===== src/rtl/mem_stage_pkg.sv =====
// Shared definitions for the memory stage: control bit positions,
// writeback kinds and access FSM state encoding.
package mem_stage_pkg;

  localparam int DST_W_DEF = 5;

  localparam int MM_LD = 0;
  localparam int MM_ST = 1;

  localparam logic [1:0] WB_NONE = 2'b00;
  localparam logic [1:0] WB_P    = 2'b01;
  localparam logic [1:0] WB_I    = 2'b10;
  localparam logic [1:0] WB_F    = 2'b11;

  typedef enum logic {
    S_IDLE   = 1'b0,
    S_ACCESS = 1'b1
  } mm_state_e;

  // A memory op is unusable if it is both load and store or misaligned.
  function automatic logic mem_bad(
    input logic [3:0] mm,
    input logic [1:0] lsb
  );
    logic is_mem;
    is_mem = mm[MM_LD] | mm[MM_ST];
    return is_mem & ((mm[MM_LD] & mm[MM_ST]) | (lsb != 2'b00));
  endfunction

endpackage


===== src/rtl/mem_stage_fsm.sv =====
// Data-memory access sequencer: request, ack wait, timeout and fault.
// Owns the request line and the stall seen by upstream stages.
module mem_access_fsm
  import mem_stage_pkg::*;
#(
  parameter int TIMEOUT = 15
) (
  input  logic clk,
  input  logic rst,
  input  logic start_i,
  input  logic bad_i,
  input  logic ack_i,
  output logic busy_o,
  output logic req_o,
  output logic done_o,
  output logic abort_o,
  output logic fault_o
);

  localparam int CW = $clog2(TIMEOUT + 1);

  mm_state_e     state_q, state_d;
  logic [CW-1:0] cnt_q, cnt_d;
  logic          req_q, req_d;
  logic          fault_q, fault_d;

  always_ff @(posedge clk) begin
    if (!rst) begin
      state_q <= S_IDLE;
      cnt_q   <= '0;
      req_q   <= 1'b0;
      fault_q <= 1'b0;
    end else begin
      state_q <= state_d;
      cnt_q   <= cnt_d;
      req_q   <= req_d;
      fault_q <= fault_d;
    end
  end

  always_comb begin
    state_d = state_q;
    cnt_d   = cnt_q;
    req_d   = req_q;
    fault_d = 1'b0;
    done_o  = 1'b0;
    abort_o = 1'b0;
    unique case (state_q)
      S_IDLE: begin
        cnt_d   = '0;
        fault_d = bad_i;
        if (start_i) begin
          state_d = S_ACCESS;
          req_d   = 1'b1;
        end
      end
      S_ACCESS: begin
        if (ack_i) begin
          done_o  = 1'b1;
          state_d = S_IDLE;
          req_d   = 1'b0;
          cnt_d   = '0;
        // The edge that would bring the count to TIMEOUT aborts.
        end else if (cnt_q == CW'(TIMEOUT - 1)) begin
          abort_o = 1'b1;
          fault_d = 1'b1;
          state_d = S_IDLE;
          req_d   = 1'b0;
          cnt_d   = '0;
        end else begin
          cnt_d = cnt_q + 1'b1;
        end
      end
      default: begin
        state_d = S_IDLE;
        req_d   = 1'b0;
        cnt_d   = '0;
      end
    endcase
  end

  assign busy_o  = (state_q == S_ACCESS);
  assign req_o   = req_q;
  assign fault_o = fault_q;

endmodule


===== src/rtl/mem_stage.sv =====
// Memory pipeline stage: EX/MM and MM/WB registers around the
// req/ack data-memory port, with forwarding back to EX.
module mem_stage
  import mem_stage_pkg::*;
#(
  parameter int TIMEOUT = 15,
  parameter int DST_W   = DST_W_DEF
) (
  input  logic             clk,
  input  logic             rst,
  input  logic             in_valid,
  input  logic [3:0]       MM,
  input  logic [DST_W-1:0] dst,
  input  logic             result_P,
  input  logic [31:0]      result_I,
  input  logic [31:0]      result_F,
  input  logic [31:0]      Wdata,
  output logic             stall_mm,
  output logic             pval_mm,
  output logic [31:0]      rval_mm,
  output logic [31:0]      fval_mm,
  output logic             fwd_ok,
  output logic             dmem_req,
  output logic             dmem_we,
  output logic [31:0]      dmem_addr,
  output logic [31:0]      dmem_wdata,
  input  logic             dmem_ack,
  input  logic [31:0]      dmem_rdata,
  output logic             wb_valid,
  output logic [1:0]       wb_kind,
  output logic [DST_W-1:0] wb_dst,
  output logic             wb_P,
  output logic [31:0]      wb_I,
  output logic [31:0]      wb_F,
  output logic             fault
);

  logic             ex_v_q, ex_bad_q;
  logic [3:0]       ex_mm_q;
  logic [DST_W-1:0] ex_dst_q;
  logic             ex_p_q;
  logic [31:0]      ex_i_q, ex_f_q, ex_wd_q;

  logic             wb_v_q, wb_p_q;
  logic [1:0]       wb_kind_q;
  logic [DST_W-1:0] wb_dst_q;
  logic [31:0]      wb_i_q, wb_f_q;

  logic cap, bad_in, start, busy, done, abort;
  logic ex_v_d, wb_v_d, wb_ld;

  assign cap    = in_valid & ~stall_mm;
  assign bad_in = mem_bad(MM, result_I[1:0]);
  assign start  = cap & (MM[MM_LD] | MM[MM_ST]) & ~bad_in;

  mem_access_fsm #(
    .TIMEOUT(TIMEOUT)
  ) u_fsm (
    .clk    (clk),
    .rst    (rst),
    .start_i(start),
    .bad_i  (cap & bad_in),
    .ack_i  (dmem_ack),
    .busy_o (busy),
    .req_o  (dmem_req),
    .done_o (done),
    .abort_o(abort),
    .fault_o(fault)
  );

  // Non-memory and faulting ops leave MM on the edge after capture.
  assign ex_v_d = cap ? 1'b1 :
                  busy ? (ex_v_q & ~(done | abort)) : 1'b0;
  assign wb_v_d = (~busy & ex_v_q & ~ex_bad_q) | done;
  assign wb_ld  = (~busy & ex_v_q) | done | abort;

  always_ff @(posedge clk) begin
    if (!rst) begin
      ex_v_q    <= 1'b0;
      ex_bad_q  <= 1'b0;
      ex_mm_q   <= '0;
      ex_dst_q  <= '0;
      ex_p_q    <= 1'b0;
      ex_i_q    <= '0;
      ex_f_q    <= '0;
      ex_wd_q   <= '0;
      wb_v_q    <= 1'b0;
      wb_kind_q <= WB_NONE;
      wb_dst_q  <= '0;
      wb_p_q    <= 1'b0;
      wb_i_q    <= '0;
      wb_f_q    <= '0;
    end else begin
      ex_v_q <= ex_v_d;
      if (cap) begin
        ex_bad_q <= bad_in;
        ex_mm_q  <= MM;
        ex_dst_q <= dst;
        ex_p_q   <= result_P;
        ex_i_q   <= result_I;
        ex_f_q   <= result_F;
        ex_wd_q  <= Wdata;
      end
      wb_v_q <= wb_v_d;
      if (wb_ld) begin
        wb_kind_q <= ex_mm_q[3:2];
        wb_dst_q  <= ex_dst_q;
        wb_p_q    <= ex_p_q;
        wb_i_q    <= (done & ex_mm_q[MM_LD]) ? dmem_rdata : ex_i_q;
        wb_f_q    <= ex_f_q;
      end
    end
  end

  assign stall_mm   = busy;
  assign fwd_ok     = ~(busy & ex_mm_q[MM_LD]);
  assign pval_mm    = ex_p_q;
  assign rval_mm    = ex_i_q;
  assign fval_mm    = ex_f_q;
  assign dmem_we    = dmem_req & ex_mm_q[MM_ST];
  assign dmem_addr  = ex_i_q;
  assign dmem_wdata = ex_wd_q;

  assign wb_valid = wb_v_q;
  assign wb_kind  = wb_kind_q;
  assign wb_dst   = wb_dst_q;
  assign wb_P     = wb_p_q;
  assign wb_I     = wb_i_q;
  assign wb_F     = wb_f_q;

endmodule

===== config.mk =====
export PLATFORM = sky130hd
export DESIGN_NAME = mem_stage
export DESIGN_NICKNAME = d
export VERILOG_FILES = /design/src/rtl/mem_stage_pkg.sv /design/src/rtl/mem_stage_fsm.sv /design/src/rtl/mem_stage.sv
export SDC_FILE = /design/constraint.sdc
export NUM_CORES = 1
export LEC_CHECK = 0
export ABC_CLOCK_PERIOD_IN_PS = 2550
export BUFFER_PORTS_ARGS = -buffer_cell sky130_fd_sc_hd__buf_2
export CAP_MARGIN = 25
export CORE_ASPECT_RATIO = 1.5
export CORE_MARGIN = 10
export CORE_UTILIZATION = 45
export CTS_CLUSTER_SIZE = 28
export DETAILED_ROUTE_END_ITERATION = 16
export PLACE_DENSITY = 0.79
export SYNTH_ARGS = -nofsm -noshare
export SYNTH_HDL_FRONTEND = slang
export SYNTH_HIERARCHICAL = 1
export SYNTH_SLANG_ARGS = --single-unit

===== constraint.sdc =====
create_clock -name clk -period 2.55 [get_ports clk]
set_clock_uncertainty 0.2 [all_clocks]
set_input_delay 0.51 -clock clk [delete_from_list [all_inputs] [get_ports clk]]
set_output_delay 0.51 -clock clk [all_outputs]
set_load 0.05 [all_outputs]

# Yosys cells after proc, flatten, opt, wreduce, memory -nomap -nowiden

Cells that the tools add are included.

Add/subtract/negate cells: 1
Eq/ne operators: 3
Multiplexer cells: 20
Bitwise operators: 23
Reductions and logical operators: 2

Operators with widths:

| operator              | count |
|---|---|
| $mux W32              | 1 |
| $mux W1               | 13 |
| $and A1 B1 Y1         | 12 |
| $mux W4               | 2 |
| $pmux W4 S2           | 1 |
| $or A1 B1 Y1          | 6 |
| $pmux W1 S2           | 3 |
| $not A1 Y1            | 5 |
| $add A4 B1 Y4 const B | 1 |
| $eq A4 B4 Y1 const B  | 1 |
| $ne A3 B3 Y1 const B  | 1 |
| $ne A2 B2 Y1 const B  | 1 |
| $reduce_and A2 Y1     | 1 |
| $reduce_bool A2 Y1    | 1 |

Register bits after elaboration: 188
Bits of input ports: 142
Output and inout bits: 207
Word-level logic and storage cells: 67

# Longest topological paths before layout

Depth in word-level cells: 9
Mapped depth: 9
Mapped depth without buffers: 7

# Hierarchy

Netlist, hierarchy kept.

Modules (own cells, without submodules):

| module         | times used | cells an instance | area an instance (µm²) | sequential area each (µm²) |
|---|---|---|---|---|
| mem_stage      | 1          | 880               | 7,049.3                | 3,623.5 |
| mem_access_fsm | 1          | 29                | 289.0                  | 140.1 |

# Worst setup path after synthesis

Ideal clock, no wire load.

Path kind: reg2reg
Start: reg u_fsm.state_q, in the netlist u_fsm/busy_o
End: reg wb_i_q[16], in the netlist wb_I[16]
Setup time: 88 ps
Data arrival time: 1,793 ps
Data required time: 2,262 ps
Path slack: 469 ps
Cell stages (with the launch flop): 7
Path buffers: 2
Period minus slack after synthesis: 2,081 ps
Path through: dfxtp_1 -> nor3b_2 -> or2_1 -> buf_4 -> buf_4 -> nor3_1 -> a311oi_2

Elaborated cells between the ends (all ways): 8
Classes of those cells: 3 x mux; 5 x bitwise

RTL lines:

| item                     | RTL line            | RTL |
|---|---|---|
| start: declaration       | mem_stage_fsm.sv:22 | `mm_state_e state_q, state_d;` |
| start signal: assignment | mem_stage_fsm.sv:34 | `state_q <= state_d;` |
| $mux W1                  | mem_stage_fsm.sv:48 | `unique case (state_q)` |
| via abort                | mem_stage.sv:49     | `logic cap, bad_in, start, busy, done, abort;` |
| $or A1 B1 Y1             | mem_stage.sv:75     | `assign wb_ld = (~busy & ex_v_q) \| done \| abort;` |
| end signal: assignment   | mem_stage.sv:109    | `wb_i_q <= (done & ex_mm_q[MM_LD]) ? dmem_rdata : ex_i_q;` |
| end: declaration         | mem_stage.sv:47     | `logic [31:0] wb_i_q, wb_f_q;` |

The timed path passes the listed nets, and every way through them passes these cells.
A chain may end at the register's enable or synchronous reset.

# Worst setup path in the final report

Start: reg u_fsm.cnt_q[0]
End: reg wb_i_q[30], in the netlist wb_I[30]

Longest elaborated chain between the ends: 5

RTL lines:

| item                     | RTL line            | RTL |
|---|---|---|
| start: declaration       | mem_stage_fsm.sv:23 | `logic [CW-1:0] cnt_q, cnt_d;` |
| start signal: assignment | mem_stage_fsm.sv:35 | `cnt_q <= cnt_d;` |
| $eq A4 B4 Y1             | mem_stage_fsm.sv:64 | `end else if (cnt_q == CW'(TIMEOUT - 1)) begin` |
| $mux W1                  | mem_stage_fsm.sv:64 |  |
| $mux W1                  | mem_stage_fsm.sv:58 | `if (ack_i) begin` |
| $mux W1                  | mem_stage_fsm.sv:48 |  |
| via abort                | mem_stage.sv:49     |  |
| $or A1 B1 Y1             | mem_stage.sv:75     |  |

The timed path passes the listed nets, and every way through them passes these cells.

==> out/summary.txt <==
XOR/XNOR Fraction of Synth Area: 0.358%
status: finished, final reports clean
clock sinks: 188
core area: 16100 um^2
Area Growth Syn to Fin: 29.5%
first-pass GRT wire length: 38500 um
WL per Instance: 17.4 um
Pre-Repair DR Iteration Count: 6
Total Power: 7.15 mW
layout cell share with drive strength beyond 1: 34.2%
Yosys warning total: 6
port bufs: 348
Mapped Area: 7340 um^2
vias per cell: 5.17
max_cap viols: 0
type of the worst setup path: flop to flop
Starting Density: 45.5%
worst slack, placed: 381 ps
top cell type's share of synthesized area: 51.3%
RSZ-0062 raised after global routing: false
synthesized net count: 1053
simple-gate area share of the yosys netlist: 21.2%
clk buf depth: 2
CTS tree: done
Peak Freq: 461 MHz
Post-synth top cells: nand2_1 (280), dfxtp_1 (188), a21oi_1 (148), buf_4 (48), o21ai_0 (43)
CP Launch Point: u_fsm/cnt_q[0]
Worst Hold Path EP: dmem_wdata[30]
actual slew at the worst max-slew pin: 505 ps
FF+latch count, synth: 188
Leak: 4.34 nW
Worst Hold Class: input port to flop
DRC viols: 0
Max FO, Critical Path: 67
most frequent cell after synthesis: nand2_1
minimum clock period: 2170 ps
Syn Inst Count: 909
Arrival @ worst endpoint: 2290 ps
Worst setup SP type: flop
flop-to-flop setup slack: 380 ps
Die H: 176 um
DRT Wirelength: 24500 um
cts hold-fix bufs: 0
Max VDD drop: 0.000507 V
detailed-route via count: 7270
Final setup viols: 0
I/O pins: 349
largest net degree at the start of global routing: 68
worst r2r src: u_fsm/cnt_q[0]
post-synthesis mux area share: 0%
initial drt markers: 457
Yosys cell types: 32
Num CTS Buffers: 17
largest family of logic cells by synthesized area: simple AND/OR/NAND/NOR gates
Synth Area in Adders: 0.341%
final layout net count: 1327
final setup margin: 380 ps
Die ar.: 21900 um^2
top cells by area, synth: dfxtp_1 (51%), nand2_1 (14%), a21oi_1 (10%)
H-tree Lvls: 4
CTS resizes: 0
Pins Over Slew Limit: 0
hold path cells: 3
crit end category: flop
Post-synth ARST share: 0%
CP required: 2670 ps
GR Overflow Total: 0
hold_sp: Wdata[30]
power density cells: 752 nW/um^2
setup_tns: 0 ps
final hold violations: 0
vias in the first global route: 7141
r2r endpoint: wb_I[30]
worst r2r path cells: 8
Rel. slew slack: 66.3%
post-CTS setup buffers: 0
Synth Area in Compound Gates: 17.8%
CTS clk-pin slew, worst paths: 70 ps
die width: 124 um
top_reg_cell synth: dfxtp_1
GPL Wtd Cong: 0.839
antenna violations before repair: 5
root buffer cell: clkbuf_16
cell taking the most area after synthesis: dfxtp_1
Clock Latency Late Sink: 410 ps
GRT Total Usage: 21.1%
sequential share of the synthesized area: 51.3%
DPL Wire Length: 17900 um
Post-synth EDFFs: 0
Routed Antenna Nets: 0
Avg Cell Area, Syn: 8.07 um^2
row cnt: 57
final worst path period share: 85.1%
[cell families after synthesis]
logic type,Yosys count
flops,188
simple gates,376
buf+inv,112
xor+xnor,3
fa+ha+maj,2
compound gates,228
[metal layers]
metal | vias to the layer above | GRT usage [%] | share of wire (%)
met1 | 3343 | 22.2 | 37
met3 | 48 | 7.74 | 8.9
met4 | 4 | 8.86 | 3.0
met5 | - | 0 | 0.12
li1 | 3576 | - | -
met2 | 299 | 37.0 | 51
[how the worst max path moves through the flow]
stage | end | slack, ps | depth (start not counted)
after floorplan | wb_I[16] | 470 | 6
after global placement | wb_I[16] | 470 | 6
after detailed placement | wb_I[30] | 380 | 8
after CTS | wb_I[30] | 350 | 8
after global routing | wb_I[2] | 190 | 8
final | wb_I[30] | 380 | 8
[where the power goes]
group          internal, mW  total [mW]  switching [mW]  leakage [nW]
Sequential             3.10        3.20           0.102          1.54
Combinational         0.346        1.37            1.02          2.52
Clock                  1.46        2.59            1.12         0.271
[registers in the layout, indices dropped and copies added (netlist names), 2 cells and up]
name,flops
dmem_addr,32
dmem_wdata,32
fval_mm,32
wb_F,32
wb_I,32
ex_dst_q,5
wb_dst,5
ex_mm_q,4
u_fsm/cnt_q,4
wb_kind,2
[through the flow]
stage	hold WS [ps]	std cells	area (um^2)	utilization, %
final	129	1405	9510	59.0
after global routing	117	1403	9500	59.0
after CTS	109	1402	9500	58.9
after detailed placement	243	1370	8920	55.4
after global placement	239	1370	8920	55.4
after floorplan	230	909	7340	-
[worst max-delay path, stage by stage, from the launching register on]
cell	delay [ps]
dfxtp_1	340
inv_1	60
ha_1	160
nand3_2	110
nor3b_2	300
or2_2	250
buf_12	280
nor3_1	100
a311oi_2	250
[placed cells by master (no fill, tap or decap), types with 3 or more instances in the layout]
| cell | Yosys | routed |
|---|---|---|
| a21oi_1 | 148 | 148 |
| dfxtp_1 | 188 | 188 |
| nand3_1 | 41 | 41 |
| nand2_1 | 280 | 280 |
| nor3_1 | 32 | 32 |
| buf_4 | 48 | 11 |
| buf_12 | 0 | 6 |
| clkbuf_1 | 21 | 4 |
| o21ai_0 | 43 | 43 |
| clkbuf_16 | 0 | 17 |
| nor2_1 | 6 | 6 |
| and2_1 | 3 | 3 |
| a311oi_2 | 6 | 6 |
| inv_6 | 0 | 4 |
| a311oi_1 | 26 | 26 |
| clkinvlp_4 | 0 | 3 |
| diode_2 | 0 | 3 |
| buf_2 | 32 | 348 |
[layout make-up]
| class | instances | area (um^2) |
|---|---|---|
| multi-input cells | 609 | 2950 |
| clock inverters | 11 | 134 |
| flip-flops and latches | 188 | 3760 |
| clock buffers | 21 | 440 |
| diodes | 3 | 7.51 |
| fillers | 1518 | 6610 |
| well taps | 206 | 258 |
| inverters | 2 | 12.5 |
| repair buffers | 365 | 1940 |
No activity file was read; power rests on OpenSTA's default activity.
